--- src/rtl/shift_add_multiplier_if.sv ---
// rtl/shift_add_multiplier_if.sv - request/result handshake bundle for the shift-add multiplier
interface shift_add_multiplier_if;
  logic        start;
  logic [7:0]  multiplicand;
  logic [7:0]  multiplier;
  logic        busy;
  logic        done;
  logic [15:0] product;

  modport master (output start, multiplicand, multiplier, input busy, done, product);
  modport slave  (input start, multiplicand, multiplier, output busy, done, product);
endinterface

--- src/rtl/shift_add_multiplier.sv ---
// rtl/shift_add_multiplier.sv - sequential 8x8 unsigned multiplier driving an external 8-bit adder
module shift_add_multiplier #(
  parameter int WIDTH = 8
) (
  input  logic                   clk,
  input  logic                   rst,
  shift_add_multiplier_if.slave  mul,
  output logic [7:0]             addA,
  output logic [7:0]             addB,
  output logic                   addEn,
  input  logic [7:0]             addSum,
  input  logic                   addCarry
);

  generate
    if (WIDTH != 8) begin : g_bad_width
      $error("shift_add_multiplier: WIDTH must be 8 to match the external adder");
    end
  endgenerate

  typedef enum logic [1:0] {IDLE, RUN, DONE} state_t;

  state_t      state;
  logic [7:0]  acc;
  logic [7:0]  q;
  logic [7:0]  m;
  logic [2:0]  cnt;
  logic [15:0] product;
  logic        busy;
  logic        done;

  always_ff @(posedge clk) begin
    if (rst) begin
      state   <= IDLE;
      acc     <= '0;
      q       <= '0;
      m       <= '0;
      cnt     <= '0;
      product <= '0;
      busy    <= 1'b0;
      done    <= 1'b0;
    end else begin
      case (state)
        IDLE: begin
          if (mul.start) begin
            m     <= mul.multiplicand;
            q     <= mul.multiplier;
            acc   <= '0;
            cnt   <= '0;
            busy  <= 1'b1;
            state <= RUN;
          end
        end
        RUN: begin
          // Shift the 9-bit adder result right through the {acc, q} pair.
          acc <= {addCarry, addSum[7:1]};
          q   <= {addSum[0], q[7:1]};
          cnt <= cnt + 3'd1;
          if (cnt == 3'd7) begin
            product <= {addCarry, addSum[7:1], addSum[0], q[7:1]};
            done    <= 1'b1;
            state   <= DONE;
          end
        end
        DONE: begin
          done  <= 1'b0;
          busy  <= 1'b0;
          state <= IDLE;
        end
        default: state <= IDLE;
      endcase
    end
  end

  always_comb begin
    addA  = 8'h00;
    addB  = 8'h00;
    addEn = 1'b0;
    if (state == RUN) begin
      addA  = acc;
      addB  = q[0] ? m : 8'h00;
      addEn = 1'b1;
    end
  end

  assign mul.busy    = busy;
  assign mul.done    = done;
  assign mul.product = product;

endmodule
--- src/flat_wrapper.sv ---
// flat-port wrapper written by rule: the top's interface ports become plain ports
module shift_add_multiplier_flat 
#(
  parameter int WIDTH = 8
)
  (clk, rst, addA, addB, addEn, addSum, addCarry, mul_start, mul_multiplicand, mul_multiplier, mul_busy, mul_done, mul_product);
  shift_add_multiplier_if mul_i ();
  input  logic clk;
  input  logic rst;
  output logic [7:0] addA;
  output logic [7:0] addB;
  output logic addEn;
  input  logic [7:0] addSum;
  input  logic addCarry;
  input wire logic [$bits(mul_i.start)-1:0] mul_start;
  input wire logic [$bits(mul_i.multiplicand)-1:0] mul_multiplicand;
  input wire logic [$bits(mul_i.multiplier)-1:0] mul_multiplier;
  output wire logic [$bits(mul_i.busy)-1:0] mul_busy;
  output wire logic [$bits(mul_i.done)-1:0] mul_done;
  output wire logic [$bits(mul_i.product)-1:0] mul_product;
  assign mul_i.start = mul_start;
  assign mul_i.multiplicand = mul_multiplicand;
  assign mul_i.multiplier = mul_multiplier;
  assign mul_busy = mul_i.busy;
  assign mul_done = mul_i.done;
  assign mul_product = mul_i.product;
  shift_add_multiplier #(.WIDTH(WIDTH)) u_core (.clk(clk), .rst(rst), .mul(mul_i), .addA(addA), .addB(addB), .addEn(addEn), .addSum(addSum), .addCarry(addCarry));
endmodule
--- config.mk ---
export PLATFORM = sky130hd
export DESIGN_NAME = shift_add_multiplier_flat
export DESIGN_NICKNAME = d
export VERILOG_FILES = /design/src/rtl/shift_add_multiplier_if.sv /design/src/rtl/shift_add_multiplier.sv /design/src/flat_wrapper.sv
export SDC_FILE = /design/constraint.sdc
export NUM_CORES = 1
export LEC_CHECK = 0
export ABC_CLOCK_PERIOD_IN_PS = 2000
export BUFFER_PORTS_ARGS = -buffer_cell sky130_fd_sc_hd__buf_2
export CAP_MARGIN = 10
export CORE_MARGIN = 2
export CORE_UTILIZATION = 45
export CTS_BUF_LIST = sky130_fd_sc_hd__clkbuf_4
export CTS_CLUSTER_SIZE = 28
export DETAILED_ROUTE_END_ITERATION = 10
export PLACE_DENSITY = 0.78
export SETUP_SLACK_MARGIN = 0.3
export SLEW_MARGIN = 5
export SYNTH_ARGS = -nofsm -noshare
export SYNTH_HDL_FRONTEND = slang
export SYNTH_SLANG_ARGS = --single-unit
--- constraint.sdc ---
create_clock -name clk -period 2 [get_ports clk]
set_clock_uncertainty 0.05 [all_clocks]
set_input_delay 0.3 -clock clk [delete_from_list [all_inputs] [get_ports clk]]
set_output_delay 0.3 -clock clk [all_outputs]
set_load 0.005 [all_outputs]
==> results.cfg, run 1 <==
[run_status]
outcome = finished, final reports clean

[synth]
ys_seq_elements = 47
synth_flop_cell = dfxtp_1
yosysWarnings = 0
postSynthCellCount = 171
yosysUniqueCellTypes = 27
synth_edf_count = 0
syn-num-nets = 201
synth.avg_cell_area_sq_um = 10.5
async_flop_share_pct = 0
ys_seq_area_share_pct = 52.5
synth_area_sq_mm = 0.00179

[cells_and_area]
area_growth_pct = 26.3
antenna_cells = 0
layout-drive-gt1-share_pct = 38.2
final_cell_area_sq_mm = 0.00226
final_nets = 267

[floorplan]
die_area_sq_mm = 0.00451
rows = 22
io_pins = 63
initial_utilization_pct = 47.9
die_y_um = 67.1
die_x_um = 67.1
core_area_sq_mm = 0.00374

[setup_path]
arrival_ps = 1280
rr_worst_depth = 4
crit_required_ps = 1650
worstSetupPathType = flip-flop to output pin
cp-start-kind = flip-flop
r2r-start = u_core.state[0]
r2r_end = u_core.cnt[0]
cp_max_fo = 10
crit_path_end_kind = output pin
reg2reg_slack_ps = 590

[global_routing]
grt-busiest-layer = met2
grtUsageTotal_pct = 17.5
grt_util_met2_pct = 27.2
grt_max_degree = 18
grt_pass1_vias = 1324
grtUsageMet3_pct = 4.39
grt_first_pass_wirelength_um = 5970
use_met1_pct = 23.7
grt-ovfl-total = 0
antenna_found_initial = 0

[sta]
tightest_slew_ps = 497
hold_viol = 0
timing.final.crit_share_pct = 81.4
setup_viol = 0
slew-limit-headroom_pct = 66.7
slew_violations = 0
rsz0062_at_grt = yes
min_period_ps = 1630
fmax_ghz = 0.615
finalSetupTns_ps = 0

[worst_hold_path]
holdCritPathClass = primary input to flip-flop
hold_path_end = u_core.m[5]
min-delay-start = mul_multiplicand[5]
min_path_cells = 3

[power_and_ir_drop]
leakagePower_nw = 1.11
vdd_ir_drop_max_v = 0.000466
cellPowerDensity_mw_per_mm2 = 822

[cts]
cts-buffers-inserted = 5
root_buffer = clkbuf_4
clock_latency_ps = 340
hold_buffers = 0
cts_buffer_depth = 2
cts_max_level = 2
cts_tree = yes
cts.sink_count = 47
clk_pin_slew_ps = 140

[detailed_routing]
wirelength_um = 3740
drt_iter0_drc = 85
viasPerCell = 5.08
drcViolationCount = 0
drtPass1Iterations = 6
wl_per_cell_um = 13.1
vias = 1453
ant_nets = 0

[place]
dp_hpwl_um = 2640
place.gp.congestion = 0.747
placed_area_sq_mm = 0.00212
io_buffers = 62

[job]
maxCapViolCount = 0
placed cells by master, fill, tap and decap left out, drive strengths merged:
master / n
a211oi: 9
a21oi: 12
a22o: 26
and2: 9
and3: 8
buf: 73
bufinv: 2
clkbuf: 6
dfxtp: 47
ha: 2
inv: 2
mux2: 1
mux2i: 8
nand2: 17
nand2b: 1
nor2: 9
nor2b: 1
nor3b: 2
o21ai: 1
o21ba: 1
or3b: 1
repair_timing:
item	in CTS	in global routing
gates cloned	0	1
setup buffers	1	2
gates resized for setup	3	4
endpoints found under the setup margin	17	16
how the worst max path moves through the flow:
stage                              to  cells past startpoint  slack (ps)       startpoint
4_1_cts                       addB[1]                      4         310  u_core.state[1]
3_3_place_gp    u_core.mul.product[9]                      5         470  u_core.state[0]
5_1_grt                       addB[0]                      4         270  u_core.state[1]
2_1_floorplan  u_core.mul.product[10]                      6         550    u_core.cnt[0]
3_5_place_dp                  addB[1]                      4         440  u_core.state[0]
6_report                      addA[7]                      4         370  u_core.state[1]
power by group:
part           internal [W]  switching [W]  total (W)
logic             0.0000874      0.0000932   0.000181
clock network      0.000404       0.000278   0.000682
registers          0.000973      0.0000252   0.000998
routing by layer:
layer  part of all wire, %  up-vias
li1                      -      741
met1                    47      681
met2                    48       27
met3                   3.7        4
met4                  0.64        0
met5                     0        -
worst max-delay path, stage by stage, from the launching register on:
cell	delay [ps]
dfxtp_4	390
nor2b_4	130
buf_4	160
and2_1	140
buf_2	110
cell type report:
| type | instances | area, sq um |
|---|---|---|
| Clock buffer | 6 | 45.0 |
| Clock inverter | 2 | 60.1 |
| Fill cell | 330 | 1480 |
| Inverter | 2 | 7.51 |
| Multi-Input combinational cell | 108 | 753 |
| Sequential cell | 47 | 948 |
| Tap cell | 48 | 60.1 |
| Timing Repair Buffer | 73 | 390 |
registers in the layout, summed over array words and instances (netlist names):
name and flops:
u_core.mul.product 16, u_core.state 2, u_core.q 8, u_core.mul.busy 1, u_core.mul.done 1, u_core.acc 8
u_core.m 8, u_core.cnt 3
synthesized netlist by cell type (2+ instances only):
cell type / n / share of area, %
buf_4: 4 / 1.7
and3_1: 8 / 2.8
a21oi_1: 11 / 3.1
mux2i_1: 8 / 4.5
buf_6: 2 / 1.3
nand2_1: 17 / 3.6
ha_1: 2 / 1.4
a22o_1: 26 / 13
dfxtp_1: 47 / 52
a211oi_1: 9 / 3.8
buf_2: 4 / 1.1
nor2_1: 8 / 1.7
clkbuf_1: 3 / 0.63
and2_1: 8 / 2.8
nor3b_2: 2 / 1.4
per-stage QoR:
| step | power, W | setup WS [ps] | hold slack, ps | std cells | utilization [%] |
|---|---|---|---|---|---|
| after detailed placement | 0.00119 | 441 | 394 | 274 | 56.6 |
| final | 0.00186 | 373 | 120 | 286 | 60.5 |
| after CTS | 0.00187 | 308 | 109 | 283 | 59.7 |
| after global placement | 0.00119 | 467 | 392 | 274 | 56.6 |
| after floorplan | 0.00113 | 549 | 375 | 171 | - |
| after global routing | 0.00195 | 274 | 115 | 286 | 60.5 |
kinds of logic (layout without fill, tap and decap cells):
logic type | after synthesis | count (layout) | share of synthesized area (%)
multiplexers | 9 | 9 | 5.09
adder cells (fa/ha/maj) | 2 | 2 | 1.40
flip-flops | 47 | 47 | 52.5
buffers and inverters | 16 | 83 | 5.93
AND/OR/NAND/NOR | 48 | 48 | 14.2
AO/OA/AOI/OAI | 49 | 49 | 20.9
Power figures use the tool's default switching activity.
==> inputs of run 2 (changes only) <==
Settings changed: ABC_AREA from default to 1, ABC_CLOCK_PERIOD_IN_PS 2000 to 1650, PLACE_DENSITY 0.78 to 0.77.
Clock period 2 ns to 1.65 ns, I/O delays scaled along.
==> results.cfg, run 2 <==
[floorplan]
io_pins = 63
die_x_um = 70.1
initial_utilization_pct = 46.0
rows = 24
die_area_sq_mm = 0.00491
core_area_sq_mm = 0.00426
die_y_um = 70.1

[worst_hold_path]
min_path_cells = 3
holdCritPathClass = primary input to flip-flop
min-delay-start = addSum[0]

[synth]
yosysUniqueCellTypes = 22
yosys.area.top_type = dfxtp_1
yosys.cell_count.top_type = nand2_1
synth_top_area_share_pct = 47.9
yosysWarnings = 0
muxShareOfSynthArea_pct = 0
synth_area_leaders = dfxtp_1 (48%), nand2_1 (15%), nor2_1 (10%), nand3_1 (6.1%), o21ai_0 (4.3%)
synth_top_family_by_area = simple AND/OR/NAND/NOR gates
postSynthCellCount = 276
ys_seq_elements = 47
synth_area_sq_mm = 0.00196
synth-simple-area-share_pct = 33.1
synth_edf_count = 0
ys_seq_area_share_pct = 47.9
async_flop_share_pct = 0
syn-num-nets = 306
synth_flop_cell = dfxtp_1
synthTopCellsByCount = nand2_1 (79), nor2_1 (53), dfxtp_1 (47), nand3_1 (24), inv_1 (18)
synth_compound_area_share_pct = 8.60
synth.avg_cell_area_sq_um = 7.11
synth-xor-area-share_pct = 0
synthAdderAreaFrac_pct = 1.27

[cells_and_area]
layout_commonest_cell = nand2_1
final_cell_area_sq_mm = 0.00252
multi_input_area_sq_um = 937
regArea_sq_um = 950
area_growth_pct = 28.5
largest_reg_flops = 16
regMostFlops = u_core.mul.product
layout-drive-gt1-share_pct = 31.2
final_cell_mix = nand2_1 (78), buf_2 (62), dfxtp_1 (44), nor2_1 (42), nand3_1 (24)
fillCellCount = 394
final_nets = 375
antenna_cells = 0

[power_and_ir_drop]
leakagePower_nw = 1.20
cellPowerDensity_mw_per_mm2 = 810
finalPower_w = 0.00204
vdd_ir_drop_max_v = 0.000441

[global_routing]
grt_max_degree = 28
grt_pass1_vias = 1751
use_met1_pct = 24.9
grt_util_met2_pct = 32.6
grt-busiest-layer = met2
grt_first_pass_wirelength_um = 7850
grtUsageMet3_pct = 5.19
grtUsageTotal_pct = 19.7
grt-ovfl-total = 0
antenna_found_initial = 0

[cts]
cts.sink_count = 47
clock_latency_ps = 360
cts_max_level = 2
cts_buffer_depth = 2
root_buffer = clkbuf_4
cts-buffers-inserted = 5
clk_pin_slew_ps = 130
cts_tree = yes

[sta]
hold_viol = 0
fmax_ghz = 0.667
hold_ws_ps = 42.6
tightest_slew_ps = 672
setup_viol = 0
rsz0062_at_grt = yes
slew-limit-headroom_pct = 55.0
min_period_ps = 1500
finalSetupTns_ps = 0
slew_violations = 0
timing.final.crit_share_pct = 90.9

[detailed_routing]
wirelength_um = 4720
ant_nets = 0
drcViolationCount = 0
wl_per_cell_um = 11.9
drtPass1Iterations = 4
viasPerCell = 4.86
drt_iter0_drc = 99
vias = 1933

[run_status]
outcome = finished, final reports clean

[setup_path]
arrival_ps = 1200
crit_path_start = u_core.state[1]
crit_required_ps = 1350
cp_max_fo = 8
r2r-start = u_core.state[1]
crit_path_end_kind = output pin
rr_worst_depth = 7
cp-start-kind = flip-flop
worstSetupPathType = flip-flop to output pin

[place]
place.gp.congestion = 0.800
placed_area_sq_mm = 0.00230
dp_hpwl_um = 3240
io_buffers = 62

[job]
maxCapViolCount = 0
[run 2: changes by cell type in the layout (fill, tap and decap cells not counted), sizes merged, moves of 18 or more]
cell   before  now
a22o       26    0
inv         2   21
nand2      17   81
nand3       0   26
nor2        9   54
o21ai       1   19
[run 2: metrics by stage]
stage / instances / setup slack, ps / util, %
floorplan: 276 / 375 / -
global placement: 384 / 249 / 53.9
detailed placement: 384 / 212 / 53.9
CTS: 396 / 151 / 57.3
global route: 398 / 85.0 / 59.2
finish: 398 / 150 / 59.2
[run 2: area by class of cell]
cell class	instances	area share, %
Clock inverter	3	0.794
Timing Repair Buffer	74	16.6
Inverter	23	3.72
Tap cell	52	2.58
Multi-Input combinational cell	194	37.2
Sequential cell	47	37.6
Clock buffer	5	1.49
[run 2: cells by family after synthesis]
kind of cell | count (synthesis)
DFF | 47
and+or+nand+nor | 160
adders and majority gates | 2
buffers and inverters | 36
AOI/OAI and AO/OA | 31
[run 2: final timing paths]
check | slack, ps | to
worst max-delay path | 150 | addA[6]
worst min-delay path | 40 | u_core.mul.product[7]
worst max register to register | 280 | u_core.q[5]
worst min register to register | 430 | u_core.acc[2]
[run 2: worst max-delay path, stage by stage (launching register included)]
cell	delay, ps
dfxtp_4	380
inv_4	60
nand2_4	60
buf_8	150
nor2_1	80
buf_2	110
[run 2: metal layers]
layer,part of all wire [%],vias to the layer above
met2,50,56
met1,43,870
met5,0,-
met4,1.5,0
li1,-,1000
met3,4.8,7
[run 2: where the power goes]
part / leakage [nW] / internal [W] / switching (W)
combinational: 0.783 / 0.000120 / 0.000177
clock: 0.0272 / 0.000163 / 0.000363
sequential: 0.386 / 0.00119 / 0.0000348
[run 2: repair_timing]
action,in CTS,in global routing
hold buffers,0,0
setup buffers,4,1
gates resized for setup,17,17
pin swaps,3,1
setup endpoints to repair,37,51
gates cloned,0,1
==> inputs of run 3 (changes only) <==
Settings changed: CORE_ASPECT_RATIO from default to 2, CORE_UTILIZATION 45 to 52, MAX_ROUTING_LAYER from default to met4, PLACE_DENSITY 0.77 to 0.86.
==> results.cfg, run 3 (synthesized netlist as in run 2, its figures left out) <==
[detailed_routing]
vias = 2081
drtPass1Iterations = 4
drt_iter0_drc = 54
wirelength_um = 5640
ant_nets = 0
drcViolationCount = 0
wl_per_cell_um = 14.0
viasPerCell = 5.18

[setup_path]
worstSetupEndpoint = addB[5]
max_stage_delay_ps = 440
worstSetupPathDepth = 4
rr_worst_depth = 3
crit_slowest_cell = dfxtp_4
crit_chain = nand2_4 > buf_6 > nor2_2 > buf_2
crit_path_start = u_core.state[0]
crit_path_end_kind = output pin
crit_required_ps = 1350
path_delay_family = flip-flops
arrival_ps = 1220
r2r_end = u_core.cnt[2]
worstSetupPathType = flip-flop to output pin
reg2reg_slack_ps = 230
cp-start-kind = flip-flop
path_buf_inv = 2
r2r-start = u_core.state[0]
cp_max_fo = 9

[sta]
setup_viol = 0
hold_viol = 0
rsz0062_at_grt = yes
fmax_ghz = 0.659
slew_violations = 0
tightest_slew_ps = 674
timing.final.crit_share_pct = 92.0
finalSetupTns_ps = 0
slew-limit-headroom_pct = 54.9
min_period_ps = 1520

[global_routing]
antenna_found_initial = 0
grtUsageMet3_pct = 3.20
use_met1_pct = 26.5
grt_max_degree = 28
grtUsageTotal_pct = 26.0
grt-ovfl-total = 0
grt-busiest-layer = met2
grt_util_met2_pct = 45.4
grt_first_pass_wirelength_um = 8210
grt_pass1_vias = 1982

[floorplan]
io_pins = 63
core_area_sq_mm = 0.00361
die_x_um = 47.4
rows = 31
die_y_um = 90.9
die_area_sq_mm = 0.00431
initial_utilization_pct = 54.4

[cells_and_area]
final_cell_mix = nand2_1 (78), buf_2 (61), nor2_1 (42), dfxtp_1 (42), nand3_1 (24)
fin_cells = 402
largest_reg_flops = 16
final_nets = 382
layout-drive-gt1-share_pct = 33.4
area_growth_pct = 34.0
fillCellCount = 293
layout_commonest_cell = nand2_1
regMostFlops = u_core.mul.product
antenna_cells = 0

[cts]
hold_buffers = 0
cts_tree = yes
clock_latency_ps = 360
cts-buffers-inserted = 5
cts.sink_count = 47
clk_pin_slew_ps = 140
cts_max_level = 2
cts_buffer_depth = 2
root_buffer = clkbuf_4

[place]
io_buffers = 62
place.gp.congestion = 0.834
dp_hpwl_um = 3340
dp.cells = 381

[power_and_ir_drop]
p_comb_share_pct = 15.0
clockPowerShare_pct = 30.7
leakagePower_nw = 1.26
switching_share_pct = 27.0
p_int_w = 0.00164
seqPwrFrac_pct = 54.3
cellPowerDensity_mw_per_mm2 = 857
vdd_ir_drop_max_v = 0.000814
switchingPower_w = 0.000610

[run_status]
outcome = finished, final reports clean

[worst_hold_path]
holdCritPathClass = primary input to flip-flop

[job]
maxCapViolCount = 0
==> run 3: layout make-up <==
| type | count | area, sq um | area share [%] |
|---|---|---|---|
| Timing Repair inverter | 1 | 6.26 | 0.238 |
| Inverter | 23 | 96.3 | 3.66 |
| Sequential cell | 47 | 952 | 36.2 |
| Multi-Input combinational cell | 194 | 930 | 35.3 |
| Timing Repair Buffer | 80 | 503 | 19.1 |
| Clock inverter | 3 | 43.8 | 1.67 |
| Clock buffer | 5 | 37.5 | 1.43 |
| Tap cell | 49 | 61.3 | 2.33 |
==> run 3: routing by layer <==
layer	wire length (um)	part of all wire, %
met1	1960	35
met5	0	0
met2	3180	56
met4	199	3.5
met3	305	5.4
==> run 3: repair_timing <==
item | CTS | global route
endpoints found under the setup margin | 50 | 52
pin swaps | 3 | 2
buffers inserted | 5 | 5
gates resized for setup | 18 | 23
cloned | 1 | 2
==> run 3: stage by stage <==
step	area [sq um]	total power [W]	util, %	hold slack [ps]	worst slack, ps
finish	2630	0.00225	72.9	47.4	133
global route	2630	0.00235	72.9	50.2	76.4
CTS	2480	0.00221	68.6	40.8	143
detailed placement	2300	0.00151	63.6	404	222
global placement	2300	0.00150	63.6	400	270
floorplan	1960	0.00142	-	301	375
==> run 3: worst min-delay path: stages <==
cell	delay [ps]
buf_2	90
nand2_1	50
nand2_1	40
==> run 3: power by group through the flow <==
stage	combinational [W]	sequential (W)	clock (W)
floorplan	0.000187	0.00123	0
global placement	0.000259	0.00124	0
detailed placement	0.000265	0.00124	0
CTS	0.000295	0.00122	0.000697
global route	0.000370	0.00123	0.000752
finish	0.000337	0.00122	0.000693
==> run 3: worst min path at each step <==
stage | end | depth (start not counted) | startpoint
floorplan | u_core.mul.product[10] | 2 | addSum[3]
global placement | u_core.acc[7] | 2 | u_core.acc[7]
detailed placement | u_core.acc[7] | 2 | u_core.acc[7]
CTS | u_core.mul.product[9] | 3 | addSum[2]
global route | u_core.mul.product[9] | 3 | addSum[2]
finish | u_core.mul.product[9] | 3 | addSum[2]
